$ cat config.mk
export PLATFORM = sky130hd
export DESIGN_NAME = seg_serial_display_flat
export DESIGN_NICKNAME = d
export VERILOG_FILES = /design/src/rtl/seg_serial_display_pkg.sv /design/src/rtl/seg_serial_display_if.sv /design/src/rtl/seg_serial_display_hex_decode.sv /design/src/rtl/seg_serial_display.sv /design/src/flat_wrapper.sv
export SDC_FILE = /design/constraint.sdc
export NUM_CORES = 1
export LEC_CHECK = 0
export ABC_AREA = 1
export ABC_CLOCK_PERIOD_IN_PS = 2300
export BUFFER_PORTS_ARGS = -buffer_cell sky130_fd_sc_hd__buf_2
export CAP_MARGIN = 25
export CORE_MARGIN = 2
export CORE_UTILIZATION = 58
export CTS_CLUSTER_DIAMETER = 40
export DETAILED_ROUTE_END_ITERATION = 8
export GPL_TIMING_DRIVEN = 0
export PLACE_DENSITY = 0.81
export SETUP_SLACK_MARGIN = 0.2
export SLEW_MARGIN = 15
export SYNTH_ARGS = -nofsm -noshare
export SYNTH_HDL_FRONTEND = slang
export SYNTH_SLANG_ARGS = --single-unit
$ cat constraint.sdc
create_clock -name clk -period 2.3 [get_ports clk]
set_clock_uncertainty 0.2 [all_clocks]
set_input_delay 0.23 -clock clk [delete_from_list [all_inputs] [get_ports clk]]
set_output_delay 0.23 -clock clk [all_outputs]
set_load 0.01 [all_outputs]
$ cat src/rtl/seg_serial_display_pkg.sv
// seg_serial_display_pkg: shared segment constants, hex glyph table and FSM state type
package seg_serial_display_pkg;
  localparam int SEG_DP = 7;
  localparam logic [7:0] BLANK = 8'hFF;
  localparam logic [7:0] HEX7 [16] = '{8'hC0, 8'hF9, 8'hA4, 8'hB0, 8'h99, 8'h92, 8'h82, 8'hF8,
                                       8'h80, 8'h90, 8'h88, 8'h83, 8'hC6, 8'hA1, 8'h86, 8'h8E};
  typedef enum logic [1:0] {IDLE, LOAD, SHIFT, LATCH} state_t;
endpackage

$ cat src/rtl/seg_serial_display_if.sv
// seg_serial_display_if: display register inputs and segment chain pins
interface seg_serial_display_if #(parameter int DIGITS = 8);
  logic start, auto_en, text_mode, flash;
  logic [4*DIGITS-1:0] hexs;
  logic [DIGITS-1:0] points, les;
  logic [8*DIGITS-1:0] seg_raw;
  logic segclk, segsout, segen, segclrn, busy, done;
  modport master (output start, auto_en, text_mode, flash, hexs, points, les, seg_raw,
                  input segclk, segsout, segen, segclrn, busy, done);
  modport slave (input start, auto_en, text_mode, flash, hexs, points, les, seg_raw,
                 output segclk, segsout, segen, segclrn, busy, done);
endinterface

$ cat src/rtl/seg_serial_display_hex_decode.sv
// seg_hex_decode: nibble plus decimal point to active-low segment byte
module seg_hex_decode
  import seg_serial_display_pkg::*;
(
  input  logic [3:0] hex,
  input  logic       point,
  output logic [7:0] seg
);
  assign seg = HEX7[hex] & ~(8'(point) << SEG_DP);
endmodule

$ cat src/rtl/seg_serial_display.sv
// seg_serial_display: builds an N-digit segment frame and shifts it out to a serial chain
module seg_serial_display
  import seg_serial_display_pkg::*;
#(
  parameter int DIGITS = 8,
  parameter int SCLK_DIV = 2,
  parameter int REFRESH_CYC = 1000000,
  parameter int BLINK_BITS = 24
) (
  input logic clk,
  input logic rst,
  seg_serial_display_if.slave bus
);
  localparam int FRAME = 8 * DIGITS;
  localparam int BW = $clog2(FRAME);
  localparam int DW = SCLK_DIV > 1 ? $clog2(SCLK_DIV) : 1;
  localparam int RW = $clog2(REFRESH_CYC);
  state_t state;
  logic [FRAME-1:0] frame, sh;
  logic [7:0] dec [DIGITS];
  logic [BW-1:0] bit_cnt;
  logic [DW-1:0] div_cnt;
  logic [RW-1:0] ref_cnt;
  logic [BLINK_BITS-1:0] blink;
  logic pend, tick, trig, last_div;
  genvar i;
  for (i = 0; i < DIGITS; i++) begin : g_dig
    seg_hex_decode u_dec (.hex(bus.hexs[4*i+:4]), .point(bus.points[i]), .seg(dec[i]));
    assign frame[8*i+:8] = bus.flash && blink[BLINK_BITS-1] && bus.les[i] ? BLANK :
                           bus.text_mode ? bus.seg_raw[8*i+:8] : dec[i];
  end
  assign tick = bus.auto_en && ref_cnt == RW'(REFRESH_CYC - 1);
  assign trig = bus.start || tick;
  assign last_div = div_cnt == DW'(SCLK_DIV - 1);
  always_ff @(posedge clk) begin
    if (rst) begin
      state <= IDLE;
      bus.segclk <= 1'b0;
      bus.segsout <= 1'b1;
      bus.segen <= 1'b0;
      bus.segclrn <= 1'b0;
      bus.busy <= 1'b0;
      bus.done <= 1'b0;
      pend <= 1'b0;
      sh <= '0;
      bit_cnt <= '0;
      div_cnt <= '0;
      ref_cnt <= '0;
      blink <= '0;
    end else begin
      blink <= blink + 1'b1;
      if (bus.auto_en) ref_cnt <= tick ? '0 : ref_cnt + 1'b1;
      bus.done <= 1'b0;
      if (trig && state != IDLE) pend <= 1'b1;
      case (state)
        IDLE: if (trig || pend) begin
          state <= LOAD;
          pend <= 1'b0;
        end
        LOAD: begin
          sh <= frame;
          bus.segsout <= frame[FRAME-1];
          bus.busy <= 1'b1;
          bus.segen <= 1'b0;
          bus.segclrn <= 1'b1;
          bus.segclk <= 1'b0;
          div_cnt <= '0;
          bit_cnt <= '0;
          state <= SHIFT;
        end
        SHIFT: begin
          div_cnt <= last_div ? '0 : div_cnt + 1'b1;
          if (last_div) bus.segclk <= ~bus.segclk;
          // end of the high phase: advance to the next bit, or finish after the last one
          if (last_div && bus.segclk) begin
            sh <= {sh[FRAME-2:0], 1'b1};
            bus.segsout <= sh[FRAME-2];
            bit_cnt <= bit_cnt + 1'b1;
            if (bit_cnt == BW'(FRAME - 1)) state <= LATCH;
          end
        end
        LATCH: begin
          bus.segen <= 1'b1;
          bus.done <= 1'b1;
          bus.busy <= 1'b0;
          bus.segsout <= 1'b1;
          state <= IDLE;
        end
      endcase
    end
  end
endmodule

$ cat src/flat_wrapper.sv
// flat-port wrapper written by rule: the top's interface ports become plain ports
module seg_serial_display_flat import seg_serial_display_pkg::*;
#(
  parameter int DIGITS = 8,
  parameter int SCLK_DIV = 2,
  parameter int REFRESH_CYC = 1000000,
  parameter int BLINK_BITS = 24
)
  (clk, rst, bus_start, bus_auto_en, bus_text_mode, bus_flash, bus_hexs, bus_points, bus_les, bus_seg_raw, bus_segclk, bus_segsout, bus_segen, bus_segclrn, bus_busy, bus_done);
  seg_serial_display_if #(.DIGITS(DIGITS)) bus_i ();
  input logic clk;
  input logic rst;
  input wire logic [$bits(bus_i.start)-1:0] bus_start;
  input wire logic [$bits(bus_i.auto_en)-1:0] bus_auto_en;
  input wire logic [$bits(bus_i.text_mode)-1:0] bus_text_mode;
  input wire logic [$bits(bus_i.flash)-1:0] bus_flash;
  input wire logic [$bits(bus_i.hexs)-1:0] bus_hexs;
  input wire logic [$bits(bus_i.points)-1:0] bus_points;
  input wire logic [$bits(bus_i.les)-1:0] bus_les;
  input wire logic [$bits(bus_i.seg_raw)-1:0] bus_seg_raw;
  output wire logic [$bits(bus_i.segclk)-1:0] bus_segclk;
  output wire logic [$bits(bus_i.segsout)-1:0] bus_segsout;
  output wire logic [$bits(bus_i.segen)-1:0] bus_segen;
  output wire logic [$bits(bus_i.segclrn)-1:0] bus_segclrn;
  output wire logic [$bits(bus_i.busy)-1:0] bus_busy;
  output wire logic [$bits(bus_i.done)-1:0] bus_done;
  assign bus_i.start = bus_start;
  assign bus_i.auto_en = bus_auto_en;
  assign bus_i.text_mode = bus_text_mode;
  assign bus_i.flash = bus_flash;
  assign bus_i.hexs = bus_hexs;
  assign bus_i.points = bus_points;
  assign bus_i.les = bus_les;
  assign bus_i.seg_raw = bus_seg_raw;
  assign bus_segclk = bus_i.segclk;
  assign bus_segsout = bus_i.segsout;
  assign bus_segen = bus_i.segen;
  assign bus_segclrn = bus_i.segclrn;
  assign bus_busy = bus_i.busy;
  assign bus_done = bus_i.done;
  seg_serial_display #(.DIGITS(DIGITS), .SCLK_DIV(SCLK_DIV), .REFRESH_CYC(REFRESH_CYC), .BLINK_BITS(BLINK_BITS)) u_core (.clk(clk), .rst(rst), .bus(bus_i));
endmodule
==> flow_metrics.env <==
export IMPL_status="completed"
export IMPL_synth_cell_types=37
export IMPL_relSlewSlack=0.526
export IMPL_drtIter0Drc=699
export IMPL_synth_edff_count=0
export IMPL_crit_path_max_fanout=10
export IMPL_period_share=0.870
export IMPL_synth_common_cells="255 x nand2_1, 192 x o21ai_0, 182 x a21oi_1"
export IMPL_ys_seq_area_frac=0.310
export IMPL_drive_gt1_frac=0.157
export IMPL_antenna_found_initial=0
export IMPL_end_kind="flop"
export IMPL_r2r_slack_ps=300
export IMPL_htreeDepth=4
export IMPL_max_cap_viol_count=0
export IMPL_tightest_slew_ps=712
export IMPL_synth_top_area_frac=0.310
export IMPL_vias_per_cell=5.52
export IMPL_cts_tree="yes"
export IMPL_syn_avg_cell_area_um2=6.52
export IMPL_r2r_cells=10
export IMPL_path_class="flop to flop"
export IMPL_synth_fp_nets=1393
export IMPL_critPathLaunchType="flop"
export IMPL_p_leak_nw=4.32
export IMPL_cp_arrival_ps=2100
export IMPL_num_antenna_cells=0
export IMPL_clk_pin_slew_ps=60
export IMPL_max_freq_ghz=0.500
export IMPL_drc=0
export IMPL_crit_required_ps=2400
export IMPL_power_density_nw_per_um2=857
export IMPL_cts_buffers=17
export IMPL_die_w_um=121
export IMPL_rsz0062_at_grt="true"
export IMPL_core_um2=13300
export IMPL_holdCritPathClass="primary input to flop"
export IMPL_r2r_end="u_core.sh[14]$_SDFFE_PP0P_"
export IMPL_yosys_area_top_type="dfxtp_1"
export IMPL_peakVddDrop_v=0.000610
export IMPL_final_max_slew_viol_count=0
export IMPL_die_y_um=121
export IMPL_fin_tns_setup_ps=0
export IMPL_routed_wl_mm=21.9
export IMPL_place_gp_congestion=0.933
export IMPL_cts_root_buf="clkbuf_16"
export IMPL_grt_start_max_net_pins=17
export IMPL_route_vias_total=8533
export IMPL_yosys_warnings=0
export IMPL_cts_sinks=123
export IMPL_synth_area_um2=7960
export IMPL_nFillCells=1149
export IMPL_cts_path_max_buffers=2
export IMPL_async_flop_share=0
export IMPL_min_period_ps=2000
export IMPL_hpwl_mm=15.9
export IMPL_yosys_most_used_dff="dfxtp_1"
export IMPL_finalSetupViolCount=0
export IMPL_io_buffers=112
export IMPL_grt_pass1_wl_mm=35.8
export IMPL_endpoint="u_core.sh[14]$_SDFFE_PP0P_"
export IMPL_io_pins=124
export IMPL_clk_latency_ps=420
export IMPL_fin_nets=1530
export IMPL_r2r_start="u_core.state[0]$_SDFFE_PP0P_"
export IMPL_wl_per_cell_um=14.1
export IMPL_critPathLaunch="u_core.state[0]$_SDFFE_PP0P_"
export IMPL_synth_most_common_cell="nand2_1"
export IMPL_die_area_um2=14700
export IMPL_track_usage=0.302
export IMPL_grt_pass1_vias=7647
export IMPL_gr_total_overflow=0
export IMPL_row_count=42
export IMPL_areaGrowthSynthToFinish_pct=18.8
export IMPL_ys_ff_latch=123
export IMPL_hold_viol=0
export IMPL_hold_ws_ps=9.94
export IMPL_ant_nets=0
export IMPL_cts_setup_buffers=0
export IMPL_dr_pass1_iters=5
export IMPL_initial_core_util=0.598
export IMPL_hp_start="bus_seg_raw[53]"
export IMPL_synth_area_top_cells="dfxtp_1 31%, o21ai_0 12%, nand2_1 12%"
export IMPL_postSynthCellCount=1220
## repair_timing
action / CTS / global route
setup endpoints to repair: 1 / 65
resized for setup: 1 / 15
pin swaps: 0 / 1
gates cloned: 0 / 0
hold endpoints to repair: 7 / 0
hold buffers: 6 / 0
## worst min path at each step
stage,end,slack (ps),depth (start not counted)
after global placement,u_core.blink[0]$_SDFF_PP0_,220,1
after detailed placement,u_core.blink[0]$_SDFF_PP0_,230,1
after CTS,u_core.sh[53]$_SDFFE_PP0P_,5,5
final,u_core.sh[53]$_SDFFE_PP0P_,10,5
after floorplan,u_core.ref_cnt[1]$_SDFFE_PP0P_,180,2
after global routing,u_core.sh[62]$_SDFFE_PP0P_,40,5
## critical path, stage by stage, from the launching register on
cell	delay, ps
dfxtp_2	340
inv_1	70
ha_1	190
buf_4	170
inv_2	70
buf_2	230
nand2_1	170
inv_1	110
nand3_1	110
o21ai_0	130
a21oi_1	90
## kinds of logic after synthesis
logic type / share of synthesized area
buffers and inverters: 0.0826
AND/OR/NAND/NOR: 0.250
AO/OA/AOI/OAI: 0.266
flip-flops: 0.310
adder cells (fa/ha/maj): 0.0865
XOR/XNOR: 0.00550
## routing by layer
metal / track usage / vias up / wire (µm)
li1: - / 4393 / -
met1: 0.433 / 3772 / 10200
met2: 0.450 / 324 / 9460
met3: 0.0559 / 44 / 1650
met4: 0.109 / 0 / 537
met5: 0 / - / 0
## registers in the layout, indices dropped and copies added, names as in the netlist
| name | count |
|---|---|
| u_core.bus.segen | 1 |
| u_core.bus.segclk | 1 |
| u_core.bus.segclrn | 1 |
| u_core.bus.segsout | 1 |
| u_core.bit_cnt | 6 |
| u_core.blink | 24 |
| u_core.pend | 1 |
| u_core.ref_cnt | 20 |
| u_core.state | 2 |
| u_core.bus.done | 1 |
| u_core.div_cnt | 1 |
| u_core.bus.busy | 1 |
| u_core.sh | 63 |
## where the power goes
group / switching [W] / internal, W / leakage, nW
clock: 0.000968 / 0.00183 / 0.292
sequential: 0.000255 / 0.00267 / 1.00
combinational: 0.00151 / 0.000870 / 3.02
total: 0.00273 / 0.00537 / 4.32
## metrics by stage
stage / total power [W] / area (µm²) / utilization / std cells / setup slack (ps)
2_1_floorplan: 0.00454 / 7960 / - / 1220 / 492
3_3_place_gp: 0.00517 / 8740 / 0.657 / 1508 / 288
5_1_grt: 0.00859 / 9450 / 0.711 / 1545 / 143
6_report: 0.00811 / 9450 / 0.711 / 1545 / 299
3_5_place_dp: 0.00521 / 8740 / 0.657 / 1508 / 247
4_1_cts: 0.00803 / 9410 / 0.708 / 1545 / 219
## layout make-up
type	count	area [µm²]	area share
inverter	94	353	0.0373
buffer	63	313	0.0331
tap	176	220	0.0233
clock buffer	20	447	0.0472
multi-input combinational	940	4870	0.515
clock inverter	11	170	0.0180
timing repair buffer	118	621	0.0656
sequential	123	2460	0.261
## cell usage in the layout (no fill, tap or decap), drive strengths merged, types with 4 or more instances in the layout
cell,count
nand2,258
ha,55
dfxtp,123
or2,7
o21a,5
xor2,4
o22ai,11
nor2,103
a21oi,182
bufinv,4
clkbuf,44
nor3,15
dlygate4sd3,6
nand3,67
nand4,14
a211oi,5
clkinv,4
o21ai,202
inv,94
buf,151
Power figures use the tool's default switching activity.
